## config.mk

```make
export PLATFORM = sky130hd
export DESIGN_NAME = irq_prio_controller
export DESIGN_NICKNAME = d
export VERILOG_FILES = /design/src/rtl/irq_pkg.sv /design/src/rtl/irq_prio_encoder.sv /design/src/rtl/irq_prio_controller.sv
export SDC_FILE = /design/constraint.sdc
export NUM_CORES = 1
export LEC_CHECK = 0
export CAP_MARGIN = 25
export CORE_ASPECT_RATIO = 1.5
export CORE_MARGIN = 2
export CORE_UTILIZATION = 28
export DETAILED_ROUTE_END_ITERATION = 8
export PLACE_DENSITY = 0.77
export SLEW_MARGIN = 20
export SYNTH_ARGS = -nofsm -noshare
export SYNTH_HDL_FRONTEND = slang
export SYNTH_SLANG_ARGS = --single-unit
```

## constraint.sdc

```tcl
create_clock -name clk_i -period 1.65 [get_ports clk_i]
set_input_delay 0.33 -clock clk_i [delete_from_list [all_inputs] [get_ports clk_i]]
set_output_delay 0.33 -clock clk_i [all_outputs]
set_load 0.02 [all_outputs]
```

## src/rtl/irq_pkg.sv

```systemverilog
// ============================================================================
// Module      : irq_pkg
// Description : Shared types and constants for the N-line interrupt controller.
// Revision    : 1.0 - initial release
// ============================================================================
`default_nettype none

package irq_pkg;

    typedef enum logic [1:0] {
        IDLE       = 2'd0,
        IRQ_ACT    = 2'd1,
        EXC_ACT    = 2'd2,
        EXC_IN_IRQ = 2'd3
    } irq_state_e;

    localparam logic [31:0] C_CAUSE_BASE_DEFAULT = 32'h8000_0010;

    // A single-line controller still needs a 1-bit index field.
    function automatic int idx_width(input int n);
        return (n > 1) ? $clog2(n) : 1;
    endfunction

endpackage

`default_nettype wire

```

## src/rtl/irq_prio_encoder.sv

```systemverilog
// ============================================================================
// Module      : irq_prio_encoder
// Description : Combinational lowest-index-wins priority encoder.
// Revision    : 1.0 - initial release
// ============================================================================
`default_nettype none

module irq_prio_encoder
    import irq_pkg::*;
#(
    parameter int N     = 16,
    parameter int IDX_W = idx_width(N)
) (
    input  logic [N-1:0]     i_vec,
    output logic             o_valid,
    output logic [IDX_W-1:0] o_idx
);

    always_comb begin
        o_idx   = '0;
        o_valid = |i_vec;
        // Scan downwards so the lowest set bit is the last one written.
        for (int k = N - 1; k >= 0; k--) begin
            if (i_vec[k]) begin
                o_idx = IDX_W'(k);
            end
        end
    end

endmodule

`default_nettype wire

```

## src/rtl/irq_prio_controller.sv

```systemverilog
// ============================================================================
// Module      : irq_prio_controller
// Description : N-line fixed-priority interrupt controller with one level of
//               exception nesting. Define IRQ_EDGE_DETECT_EN for edge capture.
// Revision    : 1.0 - initial release
// ============================================================================
`default_nettype none

module irq_prio_controller
    import irq_pkg::*;
#(
    parameter int          N_IRQ      = 16,
    parameter logic [31:0] CAUSE_BASE = C_CAUSE_BASE_DEFAULT
) (
    input  logic             clk_i,
    input  logic             rst_i,
    input  logic             exception_i,
    input  logic [N_IRQ-1:0] irq_req_i,
    input  logic [N_IRQ-1:0] irq_mask_i,
    input  logic             mie_i,
    input  logic             mret_i,
    output logic             irq_o,
    output logic [31:0]      irq_cause_o,
    output logic [N_IRQ-1:0] irq_ret_o,
    output logic             irq_busy_o
);

    localparam int IDX_W = idx_width(N_IRQ);

    irq_state_e       r_state;
    irq_state_e       w_next;
    logic [IDX_W-1:0] r_id;

    logic [N_IRQ-1:0] w_src;
    logic [N_IRQ-1:0] w_cand;
    logic             w_valid;
    logic [IDX_W-1:0] w_win_idx;
    logic             w_grant;
    logic [IDX_W-1:0] w_cause_id;

`ifdef IRQ_EDGE_DETECT_EN
    logic [N_IRQ-1:0] r_pending;
    logic [N_IRQ-1:0] r_prev;
    logic [N_IRQ-1:0] w_rise;
    logic [N_IRQ-1:0] w_grant_vec;

    assign w_rise      = irq_req_i & ~r_prev;
    assign w_grant_vec = w_grant ? (N_IRQ'(1) << w_win_idx) : '0;
    assign w_src       = r_pending;

    // A fresh edge in the grant cycle must survive the clear.
    always_ff @(posedge clk_i or posedge rst_i) begin
        if (rst_i) begin
            r_pending <= '0;
            r_prev    <= '0;
        end else begin
            r_prev    <= irq_req_i;
            r_pending <= (r_pending & ~w_grant_vec) | w_rise;
        end
    end
`else
    assign w_src = irq_req_i;
`endif

    assign w_cand  = w_src & irq_mask_i & {N_IRQ{mie_i}};
    assign w_grant = (r_state == IDLE) && w_valid && !exception_i;

    irq_prio_encoder #(
        .N     (N_IRQ),
        .IDX_W (IDX_W)
    ) u_enc (
        .i_vec   (w_cand),
        .o_valid (w_valid),
        .o_idx   (w_win_idx)
    );

    always_ff @(posedge clk_i or posedge rst_i) begin
        if (rst_i) begin
            r_state <= IDLE;
            r_id    <= '0;
        end else begin
            r_state <= w_next;
            if (w_grant) begin
                r_id <= w_win_idx;
            end
        end
    end

    always_comb begin
        w_next = r_state;
        case (r_state)
            IDLE: begin
                if (exception_i) begin
                    w_next = EXC_ACT;
                end else if (w_valid) begin
                    w_next = IRQ_ACT;
                end
            end
            IRQ_ACT: begin
                if (exception_i) begin
                    w_next = EXC_IN_IRQ;
                end else if (mret_i) begin
                    w_next = IDLE;
                end
            end
            EXC_ACT: begin
                if (mret_i) begin
                    w_next = IDLE;
                end
            end
            EXC_IN_IRQ: begin
                if (mret_i) begin
                    w_next = IRQ_ACT;
                end
            end
            default: w_next = IDLE;
        endcase
    end

    // Outputs are forced to their reset values while reset is held.
    always_comb begin
        irq_o       = 1'b0;
        irq_ret_o   = '0;
        irq_busy_o  = 1'b0;
        irq_cause_o = CAUSE_BASE;
        w_cause_id  = (r_state == IDLE) ? w_win_idx : r_id;
        if (!rst_i) begin
            irq_o       = w_grant;
            irq_busy_o  = (r_state == IRQ_ACT) || (r_state == EXC_IN_IRQ);
            irq_cause_o = CAUSE_BASE + 32'(w_cause_id);
            if ((r_state == IRQ_ACT) && mret_i && !exception_i) begin
                irq_ret_o = N_IRQ'(1) << r_id;
            end
        end
    end

endmodule

`default_nettype wire

```

==> results of run 1 <==
[layout make-up]
| cell class | instances | area (µm²) |
|---|---|---|
| clock buffer | 3 | 41.3 |
| fill | 275 | 1200 |
| inverter | 4 | 15.0 |
| multi-input combinational | 126 | 936 |
| sequential | 6 | 150 |
| tap | 42 | 52.6 |
| timing repair buffer | 112 | 955 |
[sequential cells by signal (all words and copies together) (netlist names)]
register	flops
r_state	2
r_id	4
[cell families (layout without fill, tap and decap cells)]
| family | count (synthesis) | after routing |
|---|---|---|
| other | 2 | 28 |
| AO/OA/AOI/OAI | 40 | 40 |
| multiplexers | 2 | 2 |
| buffers and inverters | 35 | 119 |
| flip-flops | 6 | 6 |
| AND/OR/NAND/NOR | 56 | 56 |
[layout by cell type, fill, tap and decap left out, types with 4 or more instances in the layout]
master	instances
a21oi_2	4
buf_2	13
buf_6	29
nand2_1	12
nand3_4	4
dfrtp_1	6
nor2_1	4
nand2_2	6
inv_1	4
clkbuf_2	4
buf_4	54
o21ai_0	5
a22o_1	9
a21oi_1	4
conb_1	28
nor2_4	8
dlygate4sd2_1	6
[Yosys cell counts]
library cell  number  area (µm²)
nor3b_1            1        7.51
mux2i_1            1        10.0
a221oi_1           1        8.76
nand2b_1           3        18.8
o21a_1             1        7.51
o2111ai_1          1        8.76
a31o_2             1        8.76
inv_1              4        15.0
nor2_1            15        56.3
o41a_1             1        11.3
o21ai_0            9        45.0
nand2_1           20        75.1
nor2b_1            2        12.5
a31oi_1            1        6.26
or4b_1             1        10.0
conb_1             2        7.51
o22ai_1            1        6.26
and3_1             1        6.26
o21ai_1            1        5.00
nor3_1             5        25.0
mux2_4             1        15.0
dfrtp_1            6         150
buf_4             29         218
a32o_1             2        20.0
nand3_1            7        35.0
nand4_1            1        6.26
buf_1              2        7.51
a22o_1             9        78.8
a21bo_2            1        10.0
a21oi_1            8        40.0
o21ai_4            1        16.3
a22oi_1            1        7.51
a211oi_1           1        7.51
[metrics by stage]
stage | cell area, µm² | power, mW | instances | util, %
global route | 2150 | 1.76 | 293 | 64.2
global placement | 1850 | 1.21 | 274 | 55.1
floorplan | 1150 | 0.812 | 167 | -
detailed placement | 1850 | 1.24 | 274 | 55.1
CTS | 2030 | 1.58 | 290 | 60.7
finish | 2150 | 1.65 | 293 | 64.2
[critical path: stages]
cell and delay, ps:
buf_6 90, a22o_1 240, or4b_4 560, nand3_4 120, nand3_4 80, o22ai_4 150
buf_6 140
[worst paths after layout]
check	depth (start not counted)	startpoint	end	slack, ps
setup / recovery	7	irq_req_i[9]	irq_cause_o[1]	-390
hold / removal	4	rst_i	r_id[1]	440
setup reg to reg	7	r_state[0]	r_id[0]	90
hold reg to reg	2	r_state[1]	r_state[1]	570
max in group asynchronous	4	rst_i	r_state[0]	1090
min in group clk_i	3	mret_i	r_state[1]	540
[timing repair]
| item | in CTS | in global routing |
|---|---|---|
| cloned | 0 | 0 |
| pin swaps | 43 | 22 |
| buffers inserted | 13 | 5 |
| setup endpoints to repair | 27 | 25 |
| gates resized for setup | 268 | 31 |
[per-layer routing]
| layer | global-route usage, % | part of all wire, % |
|---|---|---|
| met5 | 0 | 0 |
| met4 | 11.4 | 2.4 |
| met1 | 15.2 | 30 |
| met2 | 38.7 | 59 |
| met3 | 2.55 | 9.0 |
[power groups by stage]
| stage | Sequential (mW) | Clock [mW] | Combinational [mW] |
|---|---|---|---|
| 6_report | 0.318 | 0.221 | 1.11 |
| 5_1_grt | 0.333 | 0.235 | 1.20 |
| 4_1_cts | 0.310 | 0.228 | 1.04 |
| 3_5_place_dp | 0.299 | 0 | 0.943 |
| 3_3_place_gp | 0.293 | 0 | 0.918 |
| 2_1_floorplan | 0.260 | 0 | 0.552 |
==> impl_metrics.toml, run 1 <==
[worst_setup_path]
required_ps = 1320
crit_path_start_kind = "input port"
arrival_ps = 1710
timing_worst_setup_path_type = "input port to primary output"
endpoint_kind = "primary output"
critPathMaxFanout = 2

[place]
gp_congestion = 0.792
dp_slack_ps = -1240
dp_hpwl_um = 2610
io_buffers = 58

[yosys]
ys_types = 33
synth-xor-area-share_pct = 0
synth_compound_area_share_pct = 29.9
synth_fa_ha_area_share_pct = 0
ys_ff_latch = 6
synth_top_family_by_area = "compound AO/OA/AOI/OAI gates"
synth-simple-area-share_pct = 26.2
synthMuxAreaShare_pct = 2.60
syn-mean-instance-area_um2 = 6.83
synth_cells = 141
synth_area_um2 = 963
synth_seq_area_share_pct = 15.6
synth-warning-count = 0

[layout]
diodes = 0
post_route_cells_drive_above_1_share_pct = 61.4
layout.nets = 290
area_growth_pct = 123

[timing]
fmax_ghz = 0.491
finalClockSkew_ps = 0.998
hold_violations = 0
setup_viol = 24
setup_tns_ps = -3980
fin_crit_ps = 2040
min_period_over_period_pct = 124
rsz0062_at_grt = "true"
whs_ps = 441
setup_ws_ps = -388
drv_slew = 0

[floorplanning]
fp.coreArea_um2 = 3350
fp.dieArea_um2 = 3940
chipHeight_um = 75.8
rows = 26
start_util_pct = 28.8
io_pins = 87
die_w_um = 51.9

[worst_hold_path]
hp-class = "input port to asynchronous set/reset pin"

[global_routing]
antenna_found_initial = 0
track_usage_pct = 18.4
grt_pass1_wl_um = 5440
overflow = 0
grt_pass1_vias = 1338
grt_max_degree = 13

[power]
p_sw_share_pct = 44.9
p_int_uw = 910
comb_power_share_pct = 67.3
pwr_density_cell_nw_per_um2 = 768
clockPowerShare_pct = 13.4
p_seq_share_pct = 19.3
leakagePower_nw = 1.06
power_switching_uw = 741
ir_worst_vdd_mv = 0.451

[drt]
drc_errors = 0
wirelength_um = 3530
route.detailed.wl_per_inst_um = 12.0
drtIter0Drc = 26
via_per_inst = 4.72
dr.pass1.iters = 4
vias = 1384
postRouteAntennaNets = 0

[clocking]
tritoncts = "built"
cts_hold_buffers = 0
clockBufferDepth = 2
cts_inserted_buffers = 3
cts_sinks = 6
cts_root_buf = "clkbuf_8"
worstSkewPairLatency_ps = 220
clk_pin_slew_ps = 40
cts_htree_levels = 1

[run_status]
outcome = "finished with violations"
violations = "negative setup slack"

[flow_run]
max_cap_viol_count = 0
Note: power is estimated with default switching activity, not from simulation.
==> run 2: changes to the inputs <==
==> constraint.sdc (replaced) <==
create_clock -name clk_i -period 1.65 [get_ports clk_i]
set_input_delay 0.165 -clock clk_i [delete_from_list [all_inputs] [get_ports clk_i]]
set_output_delay 0.165 -clock clk_i [all_outputs]
set_load 0.02 [all_outputs]
==> run 2 against run 1 <==
The run still ends with negative setup slack left; combinational power decreased by 16%; critical endpoint unchanged; non-clock buffer count decreased by 14; clock-buffer cell count unchanged; core utilization decreased by 8.5 points; final cell count decreased by 4.8%; hold slack got worse by 120 ps; sequential share of layout area increased by 1.1 points; setup slack improved by 340 ps; largest power group unchanged; via count decreased by 5.5%; largest cell class is now multi-input combinational cells; register-to-register slack improved by 110 ps; cell area decreased by 13%.
==> impl_metrics.toml, run 2 (synthesized netlist as in run 1, its figures left out) <==
[floorplanning]
io_pins = 87
fp.coreArea_um2 = 3350
chipHeight_um = 75.8
fp.dieArea_um2 = 3940
rows = 26
start_util_pct = 28.8
die_w_um = 51.9

[clocking]
cts_inserted_buffers = 3
clk_pin_slew_ps = 40
cts_htree_levels = 1
tritoncts = "built"
cts_sinks = 6
clockBufferDepth = 2
worstSkewPairLatency_ps = 230
cts_root_buf = "clkbuf_8"

[layout]
area_growth_pct = 93.5
post_route_cells_drive_above_1_share_pct = 47.3
layout.nets = 276
nFillCells = 329
largest_reg_flops = 4
finish.utilization_pct = 55.6
layout_common_cells = "buf_4, conb_1, nand2_1"
reg_top3 = "r_id: 4 flops, r_state: 2 flops"
diodes = 0
largest-register = "r_id"
layout_commonest_cell = "buf_4"

[worst_setup_path]
path_buf_inv = 2
required_ps = 1480
endpoint_kind = "primary output"
crit_family = "simple AND/OR/NAND/NOR gates"
cpMaxStageDelayCell = "or4b_4"
arrival_ps = 1530
timing_worst_setup_path_type = "input port to primary output"
cp_cell_sequence = "buf_6 -> a22o_1 -> or4b_4 -> nand3_4 -> nand3_4 -> o22ai_4 -> buf_6"
critPathMaxFanout = 2
max_stage_delay_ps = 530
crit_path_start_kind = "input port"

[timing]
whs_ps = 320
setup_ws_ps = -46.2
setup_viol = 4
finalClockSkew_ps = 4.63
fmax_ghz = 0.590
hold_violations = 0
min_period_over_period_pct = 103
fin_crit_ps = 1700
rsz0062_at_grt = "true"
drv_slew = 0

[power]
pwr_density_cell_nw_per_um2 = 784
fin_total_pwr_mw = 1.46
ir_worst_vdd_mv = 0.399
leakagePower_nw = 0.970

[drt]
drc_errors = 0
route.detailed.wl_per_inst_um = 11.5
wirelength_um = 3210
vias = 1308
drtIter0Drc = 26
via_per_inst = 4.69
dr.pass1.iters = 4
postRouteAntennaNets = 0

[place]
dp_hpwl_um = 2540
gp_congestion = 0.787
io_buffers = 58

[worst_hold_path]
hp-class = "input port to asynchronous set/reset pin"

[run_status]
outcome = "finished with violations"
violations = "negative setup slack"

[global_routing]
grt_pass1_vias = 1277
antenna_found_initial = 0
grt_max_degree = 9
overflow = 0
track_usage_pct = 17.2
grt_pass1_wl_um = 5110

[flow_run]
max_cap_viol_count = 0
## run 2: changes by cell type in the layout (fill, tap and decap cells not counted), sizes merged
cell and delta:
dlygate4sd2 +7, dlymetal6s2s +3, clkdlybuf4s50 +3, clkbuf -1, clkdlybuf4s15 +1, buf -27
## run 2: final timing paths
check                                 end  depth (start not counted)  slack, ps           from
setup / recovery           irq_cause_o[1]                          7        -50  irq_mask_i[9]
hold / removal                    r_id[0]                          4        320          rst_i
setup reg to reg                  r_id[0]                          6        200     r_state[0]
hold reg to reg                r_state[1]                          2        580     r_state[1]
max in group asynchronous      r_state[1]                          4       1210          rst_i
min in group clk_i             r_state[1]                          2        580     r_state[1]
## run 2: final cells by class
class,count,area [µm²],area share [%]
repair buffers,98,781,41.9
multi-input cells,126,825,44.2
inverters,4,15.0,0.805
flip-flops and latches,6,150,8.05
clock buffers,3,41.3,2.21
well taps,42,52.6,2.82
## run 2: stage by stage
step | worst slack, ps | TNS, ps | std cells | area (µm²)
final | -46.2 | -60.5 | 279 | 1860
after global routing | -110 | -740 | 279 | 1860
after CTS | -75.6 | -98.0 | 275 | 1770
after detailed placement | -906 | -13040 | 269 | 1730
after global placement | -860 | -12690 | 269 | 1730
after floorplan | 2.42 | 0 | 167 | 1080
## run 2: power breakdown
| group | switching (mW) | internal (mW) |
|---|---|---|
| Combinational | 0.477 | 0.458 |
| Clock | 0.0687 | 0.157 |
| Sequential | 0.0891 | 0.211 |
| Total | 0.635 | 0.826 |
## run 2: metal layers
layer	GRT usage [%]	share of wire (%)
met2	33.2	53
met1	15.8	33
met4	12.0	3.8
met5	0	0
met3	2.94	10
## run 2: what timing repair did
item / in CTS / in global routing
hold endpoints to repair: 0 / 0
resized for setup: 180 / 41
hold buffers: 0 / 0
setup buffers: 3 / 4
endpoints found under the setup margin: 26 / 21
pin swaps: 23 / 18
## run 2: worst min-delay path, stage by stage
cell	delay [ps]
dlygate4sd2_1	260
buf_4	170
inv_1	110
buf_4	170
